[src/rtl/pwm_pkg.sv]
// Shared definitions for the servo PWM generator and its analyzer bench.
// Latency: n/a (types, constants and a pure function only).
// Backpressure: n/a.
package pwm_pkg;

    typedef enum logic [1:0] {
        ST_IDLE = 2'd0,
        ST_RUN  = 2'd1,
        ST_STOP = 2'd2
    } pwm_state_e;

    // Default servo timing with a 1 us clock: 20 ms frame, 1.0-2.0 ms pulse.
    localparam int unsigned PWM_PERIOD_DEFAULT = 20000;
    localparam int unsigned PWM_MIN_DEFAULT    = 1000;
    localparam int unsigned PWM_MAX_DEFAULT    = 2000;
    localparam int unsigned PWM_RESET_DEFAULT  = 1500;

    function automatic logic [31:0] pwm_clamp(input logic [31:0] value,
                                              input logic [31:0] lo,
                                              input logic [31:0] hi);
        if (value < lo) begin
            return lo;
        end else if (value > hi) begin
            return hi;
        end else begin
            return value;
        end
    endfunction

endpackage

[src/rtl/pwm_frame_counter.sv]
// Modulo-PERIOD_COUNT frame counter with synchronous clear and count enable.
// Latency: next_cnt/wrap are combinational from the current count; count updates each enabled edge.
// Backpressure: none; the counter free-runs while enabled.
module pwm_frame_counter #(
    parameter int unsigned PERIOD_COUNT = 20000,
    parameter int unsigned CW           = 15
) (
    input  logic          clk,
    input  logic          rst,
    input  logic          clr,
    input  logic          en,
    output logic [CW-1:0] next_cnt,
    output logic          wrap
);

    localparam logic [CW-1:0] LAST = CW'(PERIOD_COUNT - 1);

    logic [CW-1:0] cnt;

    assign wrap = en && !clr && (cnt == LAST);

    always_comb begin
        next_cnt = cnt;
        if (clr) begin
            next_cnt = '0;
        end else if (en) begin
            next_cnt = wrap ? '0 : cnt + 1'b1;
        end
    end

    always_ff @(posedge clk or posedge rst) begin
        if (rst) begin
            cnt <= '0;
        end else begin
            cnt <= next_cnt;
        end
    end

endmodule

[src/rtl/pwm_servo_generator.sv]
// Servo-style PWM frame generator with a double-buffered, clamped pulse width.
// Latency: pwm_out rises one cycle after en is sampled high; new widths apply at the next frame wrap.
// Backpressure: duty_ready is low while a loaded width is waiting for the next frame boundary.
module pwm_servo_generator
    import pwm_pkg::*;
#(
    parameter int unsigned PERIOD_COUNT = PWM_PERIOD_DEFAULT,
    parameter int unsigned MIN_PULSE    = PWM_MIN_DEFAULT,
    parameter int unsigned MAX_PULSE    = PWM_MAX_DEFAULT,
    parameter int unsigned DUTY_RESET   = PWM_RESET_DEFAULT,
    parameter int unsigned CW           = 15
) (
    input  logic          clk,
    input  logic          rst,
    input  logic          en,
    input  logic [CW-1:0] duty_in,
    input  logic          duty_valid,
    output logic          duty_ready,
    output logic          pwm_out,
    output logic          frame_start,
    output logic          busy,
    output logic          clamped
);

    localparam logic [CW-1:0] DUTY_INIT = CW'(DUTY_RESET);

    pwm_state_e    state_q;
    pwm_state_e    state_d;
    logic [CW-1:0] active_q;
    logic [CW-1:0] active_d;
    logic [CW-1:0] shadow_q;
    logic          pending_q;

    logic          cnt_clr;
    logic          cnt_en;
    logic [CW-1:0] next_cnt;
    logic          wrap;

    logic          accept;
    logic          load_active;
    logic          saturated;
    logic [CW-1:0] duty_sat;
    logic          pwm_d;
    logic          frame_start_d;

    // Counter control depends only on the state register, keeping the compare path acyclic.
    assign cnt_clr = (state_q == ST_IDLE);
    assign cnt_en  = (state_q != ST_IDLE);

    pwm_frame_counter #(
        .PERIOD_COUNT(PERIOD_COUNT),
        .CW          (CW)
    ) u_frame_counter (
        .clk     (clk),
        .rst     (rst),
        .clr     (cnt_clr),
        .en      (cnt_en),
        .next_cnt(next_cnt),
        .wrap    (wrap)
    );

    assign duty_ready = !pending_q;
    assign busy       = (state_q != ST_IDLE);
    assign accept     = duty_valid && duty_ready;

    assign saturated = (32'(duty_in) < MIN_PULSE) || (32'(duty_in) > MAX_PULSE);
    assign duty_sat  = CW'(pwm_clamp(32'(duty_in), MIN_PULSE, MAX_PULSE));

    // Idle transfers straight away; a running frame only ever swaps width at its wrap.
    assign load_active = pending_q && ((state_q == ST_IDLE) || wrap);
    assign active_d    = load_active ? shadow_q : active_q;

    always_comb begin
        state_d       = state_q;
        pwm_d         = 1'b0;
        frame_start_d = 1'b0;
        case (state_q)
            ST_IDLE: begin
                if (en) begin
                    state_d       = ST_RUN;
                    pwm_d         = 1'b1;
                    frame_start_d = 1'b1;
                end
            end
            ST_RUN, ST_STOP: begin
                pwm_d         = (next_cnt < active_d);
                frame_start_d = wrap;
                if (en) begin
                    state_d = ST_RUN;
                end else if ((state_q == ST_STOP) && wrap) begin
                    state_d       = ST_IDLE;
                    pwm_d         = 1'b0;
                    frame_start_d = 1'b0;
                end else begin
                    state_d = ST_STOP;
                end
            end
            default: begin
                state_d = ST_IDLE;
            end
        endcase
    end

    always_ff @(posedge clk or posedge rst) begin
        if (rst) begin
            state_q     <= ST_IDLE;
            active_q    <= DUTY_INIT;
            shadow_q    <= DUTY_INIT;
            pending_q   <= 1'b0;
            pwm_out     <= 1'b0;
            frame_start <= 1'b0;
            clamped     <= 1'b0;
        end else begin
            state_q     <= state_d;
            active_q    <= active_d;
            pwm_out     <= pwm_d;
            frame_start <= frame_start_d;
            clamped     <= accept && saturated;
            if (accept) begin
                shadow_q  <= duty_sat;
                pending_q <= 1'b1;
            end else if (load_active) begin
                pending_q <= 1'b0;
            end
        end
    end

endmodule

[config.mk]
export PLATFORM = sky130hd
export DESIGN_NAME = pwm_servo_generator
export DESIGN_NICKNAME = d
export VERILOG_FILES = /design/src/rtl/pwm_pkg.sv /design/src/rtl/pwm_frame_counter.sv /design/src/rtl/pwm_servo_generator.sv
export SDC_FILE = /design/constraint.sdc
export NUM_CORES = 1
export LEC_CHECK = 0
export BUFFER_PORTS_ARGS = -buffer_cell sky130_fd_sc_hd__buf_2
export CAP_MARGIN = 10
export CORE_MARGIN = 3
export CORE_UTILIZATION = 50
export DETAILED_ROUTE_END_ITERATION = 10
export PLACE_DENSITY_LB_ADDON = 0.15
export SYNTH_ARGS = -nofsm -noshare
export SYNTH_HDL_FRONTEND = slang
export SYNTH_SLANG_ARGS = --single-unit
[constraint.sdc]
create_clock -name clk -period 3 [get_ports clk]
set_input_delay 0.3 -clock clk [delete_from_list [all_inputs] [get_ports clk]]
set_output_delay 0.3 -clock clk [all_outputs]
set_load 0.05 [all_outputs]
Yosys cells after proc, flatten, opt, wreduce, memory -nomap -nowiden --
Cells that the tools add are included.
Operators by class: add/sub/neg operators 1, magnitude comparators 3, equality and inequality tests 4, mux-type cells 19, reductions and logical operators 14
Operators by type and width (count):
- $mux 15 | 6
- $add 15x1->15 const B | 1
- $eq 15x15->1 const B | 1
- $gt 15x11->1 const B | 1
- $lt 15x10->1 const B | 1
- $lt 15x15->1 | 1
- $mux 1 | 7
- $logic_and 1x1->1 | 6
- $mux 2 | 3
- $pmux 1 s2 | 2
- $pmux 2 s2 | 1
- $reduce_bool 2->1 | 2
- $eq 2x1->1 const B | 1
- $eq 2x2->1 const B | 1
- $logic_not 1->1 | 2
- $logic_not 2->1 | 1
- $logic_or 1x1->1 | 2
- $ne 2x2->1 const B | 1
- $reduce_or 2->1 | 1
Storage, ports and cells: bits in registers 51, bits of input ports 19, output and inout port bits 5, word-level logic and storage cells 49

Longest topological paths before layout --
word-level depth 11, depth in mapped cells 14, depth with buffers taken out 13

Cells and area by module --
Synthesis repeated with hierarchy kept, for this count alone.
Second synthesis, totals: cell total of the unflattened synthesis 258, area total of the unflattened synthesis 2746.4 um^2
By module, submodules not included:
- pwm_servo_generator | times used 1, cells each 179, area an instance 1924.3 um^2, sequential area each 918.4 um^2
- pwm_frame_counter | times used 1, cells each 79, area an instance 822.0 um^2, sequential area each 375.4 um^2

Least setup slack after synthesis --
OpenSTA, ideal clock, no wires.
path kind register to register, start point register state_q[0], end point register pwm_out, setup time 0.094 ns, data arrival time 2.981 ns, data required time 2.906 ns, slack -0.075 ns, cell stages (with the launch flop) 15, buffers on the path 2, period minus slack after synthesis 3.075 ns, cell sequence dfrtp_1 -> inv_1 -> ha_1 -> clkbuf_1 -> inv_1 -> o41ai_4 -> nand2_4 -> buf_6 -> mux2i_2 -> ha_1 -> a21o_1 -> a21oi_1 -> o21ai_0 -> a21o_1 -> a211oi_1
On the way: elaborated cells on any way between the ends 19, those cells by class order compare: 1; eq/ne: 2; mux: 7; reduce/logical: 9
RTL lines:
- start: declaration | RTL line pwm_servo_generator.sv:27 | pwm_state_e state_q;
- start signal: assignment | RTL line pwm_servo_generator.sv:114 | state_q <= state_d;
- $reduce_bool 2->1 *
- via busy | RTL line pwm_servo_generator.sv:21 | output logic busy,
- $logic_and 1x1->1 (2 in series) | RTL line pwm_frame_counter.sv:20 | assign wrap = en && !clr && (cnt == LAST);
- $mux 15 / $logic_or 1x1->1 (equally long branches) | RTL line pwm_frame_counter.sv:27, pwm_servo_generator.sv:70
- $mux 15 / $logic_and 1x1->1 (equally long branches) | RTL line pwm_frame_counter.sv:26, pwm_servo_generator.sv:70
- $mux 15, on equally long branches | RTL line pwm_frame_counter.sv:24, pwm_servo_generator.sv:71
- $lt 15x15->1 | RTL line pwm_servo_generator.sv:86 | pwm_d = (next_cnt < active_d);
- $mux 1 | RTL line pwm_servo_generator.sv:90 | end else if ((state_q == ST_STOP) && wrap) begin
- $mux 1 * | RTL line pwm_servo_generator.sv:88 | if (en) begin
- $pmux 1 s2 * | RTL line pwm_servo_generator.sv:77 | case (state_q)
- via pwm_d | RTL line pwm_servo_generator.sv:43 | logic pwm_d;
- end signal: assignment | RTL line pwm_servo_generator.sv:116 | pwm_out <= pwm_d;
- end: declaration | RTL line pwm_servo_generator.sv:19 | output logic pwm_out,
Mark *: on every way through the listed nets, which the timed path passes. The rest lies on a longest branch. A chain may end at the register's enable or synchronous reset.

Worst setup path in the final report --
start point register u_frame_counter.cnt[6], end point register pwm_out
On the way: cells in the longest elaborated chain, start to end 9, elaborated cells on any way between the ends 14, those cells by class add/sub: 1; order compare: 1; eq/ne: 1; mux: 7; reduce/logical: 4
RTL lines:
- start: declaration | RTL line pwm_frame_counter.sv:18 | logic [CW-1:0] cnt;
- start signal: assignment | RTL line pwm_frame_counter.sv:35 | cnt <= next_cnt;
- parallel branches: the longest is 7 deep, another holds $add 15x1->15
- $mux 1 * | RTL line pwm_servo_generator.sv:88
- $pmux 1 s2 * | RTL line pwm_servo_generator.sv:77
- via pwm_d | RTL line pwm_servo_generator.sv:43
Mark *: on every way through the listed nets, which the timed path passes.

==> summary.txt <==
Outcome
  – Outcome: finished, violations left
  – Violated checks: negative setup slack

Finish
  – Final Util: about 64%
  – Post-route cell area: between 3000 and 4000 sq um
  – Fill count: approximately 400
  – Diodes inserted: 0
  – Area occupied by registers: around 1300 sq um
  – Area grow syn2layout: 20.08%
  – Final #Nets: roughly 320
  – Area occupied by multi-input gates: between 1000 and 1500 sq um
  – Layout cells sized above 1: about a third

STA
  – RSZ-0062 raised after global routing: true
  – Worst slew pin tran: 1.019 ns
  – Slew Viols, Final: 0
  – Final Hold Violating Endpoints: 0
  – Skew final: between 0.009 and 0.01 ns
  – Endpoints failing setup: 1
  – Post-route setup slack: -0.06003 ns
  – Max-slew headroom: 31.94%
  – Final Critical Period: about 3.1 ns
  – Aggregate negative setup slack: -0.06003 ns
  – Max frequency: approximately 330 MHz
  – Period utilization: 102.0%

Critical path
  – Kind of critical path: flop to flop
  – Critical path's largest stage delay: ~0.56 ns
  – Critical Path RT: between 3 and 4 ns
  – Top delay family on crit path: simple AND/OR/NAND/NOR gates
  – Crit Path Max Fanout: 8
  – Worst path bufs/invs: 1
  – Worst Setup End Kind: flop
  – Worst Setup Start Kind: flop
  – Worst path slowest cell: or4_4
  – Critical path, cell by cell: or4_4 > o41ai_4 > nand2_4 > buf_12 > mux2i_4 > ha_4 > nand4_1 > a211oi_2 > nand4_1 > o22ai_2 > a211oi_2
  – Crit path arrival time: about 3.2 ns

Clocking
  – Clock-pin slew on the worst setup and hold paths: 0.09 ns
  – CTS Root Cell: clkbuf_8
  – CTS buffer count: 5
  – # hold bufs at CTS: 0
  – # H-tree levels: 2
  – CTS Sinks: 51
  – CTS tree: done
  – CTS max path bufs: 2
  – Worst-Skew Late Latency: 0.30 ns

Floorplan
  – CORE AREA: 4911 sq um
  – Die width: 78.44 microns
  – Die footprint: 6153 sq um
  – Site Rows: 25
  – Top Ports: 24
  – Initial Util: between 50% and 60%
  – Die height: about 78 microns

Pwr
  – Leak: 0.001457 uW
  – Peak VDD IR: around 0.65 mV
  – Cell Pwr Density: between 700 and 800 nW/um^2

Yosys
  – Top FF cell, synth: dfrtp_1
  – Flops & latches, synth: slightly above 50
  – Sequential share of the synthesized area: roughly 49%
  – Gate Count Post-Synth: ~240
  – Synth unique cells: 40
  – Avg Cell Area, Syn: approximately 11 sq um
  – Yosys warns: 0
  – Async S/R FF share, synth: 100.0%
  – Synth Cell Area: roughly 2600 sq um
  – Mapped Nets: 281
  – Post-synth EDFFs: 0

Global routing
  – GRT Util Overall: between 10% and 20%
  – Initial antenna violation count: 0
  – Vias in the first global route: 2,044
  – Largest net degree at the start of global routing: between 50 and 60
  – Gr ovfl total: 0
  – Global-route wire length before repair: ~9100 microns

Worst hold path
  – HP Class: input pin to flop

Place
  – Dpl cell area: about 2800 sq um
  – Buffers on Ports: 23
  – Routability Congestion: 0.8548
  – HPWL after DPL: ~3900 microns

Drt
  – 1st-pass router iterations: 4
  – DR vias/cell: ~5.4
  – Post-DRT Antenna Nets: 0
  – WL final: around 5200 microns
  – Number of DRC markers in iteration 0: 55
  – DRC Markers: 0
  – Via Count: approximately 1,900
  – Drt wl/cell: ~15 microns

Flow run
  – Max-Cap Viols: 0
metrics by stage:
step | hold slack [ns] | std cells | power, uW | setup slack (ns)
global placement | 0.4736 | 336 | 1690 | 0.06392
finish | 0.1991 | 352 | 2227 | -0.06003
CTS | 0.1899 | 348 | 2142 | 0.03047
global route | 0.1970 | 352 | 2376 | -0.1843
detailed placement | 0.4768 | 336 | 1703 | -0.06448
floorplan | 0.3664 | 244 | 1510 | 0.01897
cell families (layout without fill, tap and decap cells):
logic type | after synthesis | count (layout) | share of synthesized area, %
adders and majority gates | 18 | 18 | 8.584
buffers and inverters | 32 | 73 | 4.864
xor gates and xnor gates | 11 | 11 | 3.672
AOI/OAI and AO/OA | 44 | 44 | 11.54
muxes | 17 | 17 | 8.011
and+or+nand+nor | 71 | 71 | 14.02
DFF | 51 | 51 | 49.31
state kept, by name, indices dropped and copies added, names as in the netlist:
register	flops
frame_start	1
state_q	2
active_q	15
u_frame_counter.cnt	15
pending_q	1
pwm_out	1
shadow_q	15
clamped	1
where the power goes:
| part | switching (uW) | internal (uW) |
|---|---|---|
| Combinational | 548 | 393 |
| Sequential | 74.4 | 818 |
| Clock | 208 | 186 |
layout make-up:
type | count | share of cell area, %
clock buffers | 7 | 2.740
clock inverters | 1 | 0.1589
inverters | 28 | 3.455
multi-input cells | 161 | 42.41
flip-flops and latches | 51 | 41.06
well taps | 67 | 2.661
repair buffers | 37 | 7.506
metal layers:
metal	up-vias	wire length [microns]	GRT usage [%]	part of all wire, %
met5	-	0	0	0
met4	0	68	6.643	1.3
met3	6	219	4.817	4.2
met2	40	2451	31.25	47
met1	919	2444	23.79	47
li1	937	-	-	-
timing repair:
| item | 4_1_cts | 5_1_grt |
|---|---|---|
| setup endpoints to repair | 1 | 1 |
| setup buffers | 4 | 4 |
| pin swaps | 1 | 12 |
| gates resized for setup | 0 | 25 |
worst paths after layout:
| path | from | cells after the start | slack, ns | to |
|---|---|---|---|---|
| setup / recovery | u_frame_counter.cnt[6] | 11 | -0.06 | pwm_out |
| setup reg to reg | u_frame_counter.cnt[6] | 11 | -0.06 | pwm_out |
| hold reg to reg | active_q[1] | 2 | 0.49 | active_q[1] |
| hold / removal | en | 2 | 0.20 | state_q[1] |
| max in group asynchronous | rst | 2 | 2.13 | u_frame_counter.cnt[5] |
| min in group asynchronous | rst | 2 | 0.25 | active_q[11] |
cell usage after synthesis, types with 2 or more instances:
library cell	count	area [sq um]
o22a_1	4	35.03
inv_2	10	37.54
a211oi_1	3	22.52
dfstp_2	14	367.9
a21o_1	2	15.01
or3_1	3	18.77
nand4_1	10	62.56
nor2b_1	6	37.54
nand2_1	13	48.80
xnor2_1	3	26.28
o211ai_1	2	15.01
ha_1	18	225.2
nor2_1	22	82.58
nor4_1	3	18.77
mux2i_2	10	137.6
o21ai_0	11	55.05
mux2_2	2	22.52
dfrtp_1	37	925.9
nor3_1	2	10.01
a21oi_1	12	60.06
a22o_1	3	26.28
inv_1	18	67.56
a31oi_1	2	12.51
xor2_1	8	70.07
clkbuf_1	3	11.26
nand3_1	5	25.02
mux2i_1	5	50.05
placed cells by master (no fill, tap or decap), types with 4 or more instances in the layout:
master,n
o21ai_0,7
nor2b_1,6
buf_2,23
dfrtp_1,37
buf_4,12
nand3_1,5
nor2_1,22
nand2_1,12
ha_1,14
dfstp_2,14
clkbuf_8,6
ha_4,4
inv_1,16
o22a_1,4
a21oi_1,11
mux2i_2,5
inv_2,11
mux2i_4,6
nand4_1,10
o21ai_1,4
mux2i_1,4
xor2_1,8
worst register-to-register path, delay by kind of cell, from the launching register on:
kind	cells	cell delay (ns)
AOI/OAI and AO/OA	4	0.93
adders and majority gates	1	0.27
buffers and inverters	1	0.17
DFF	1	0.40
muxes	1	0.20
and+or+nand+nor	4	0.95
Note: power is estimated with default switching activity, not from simulation.
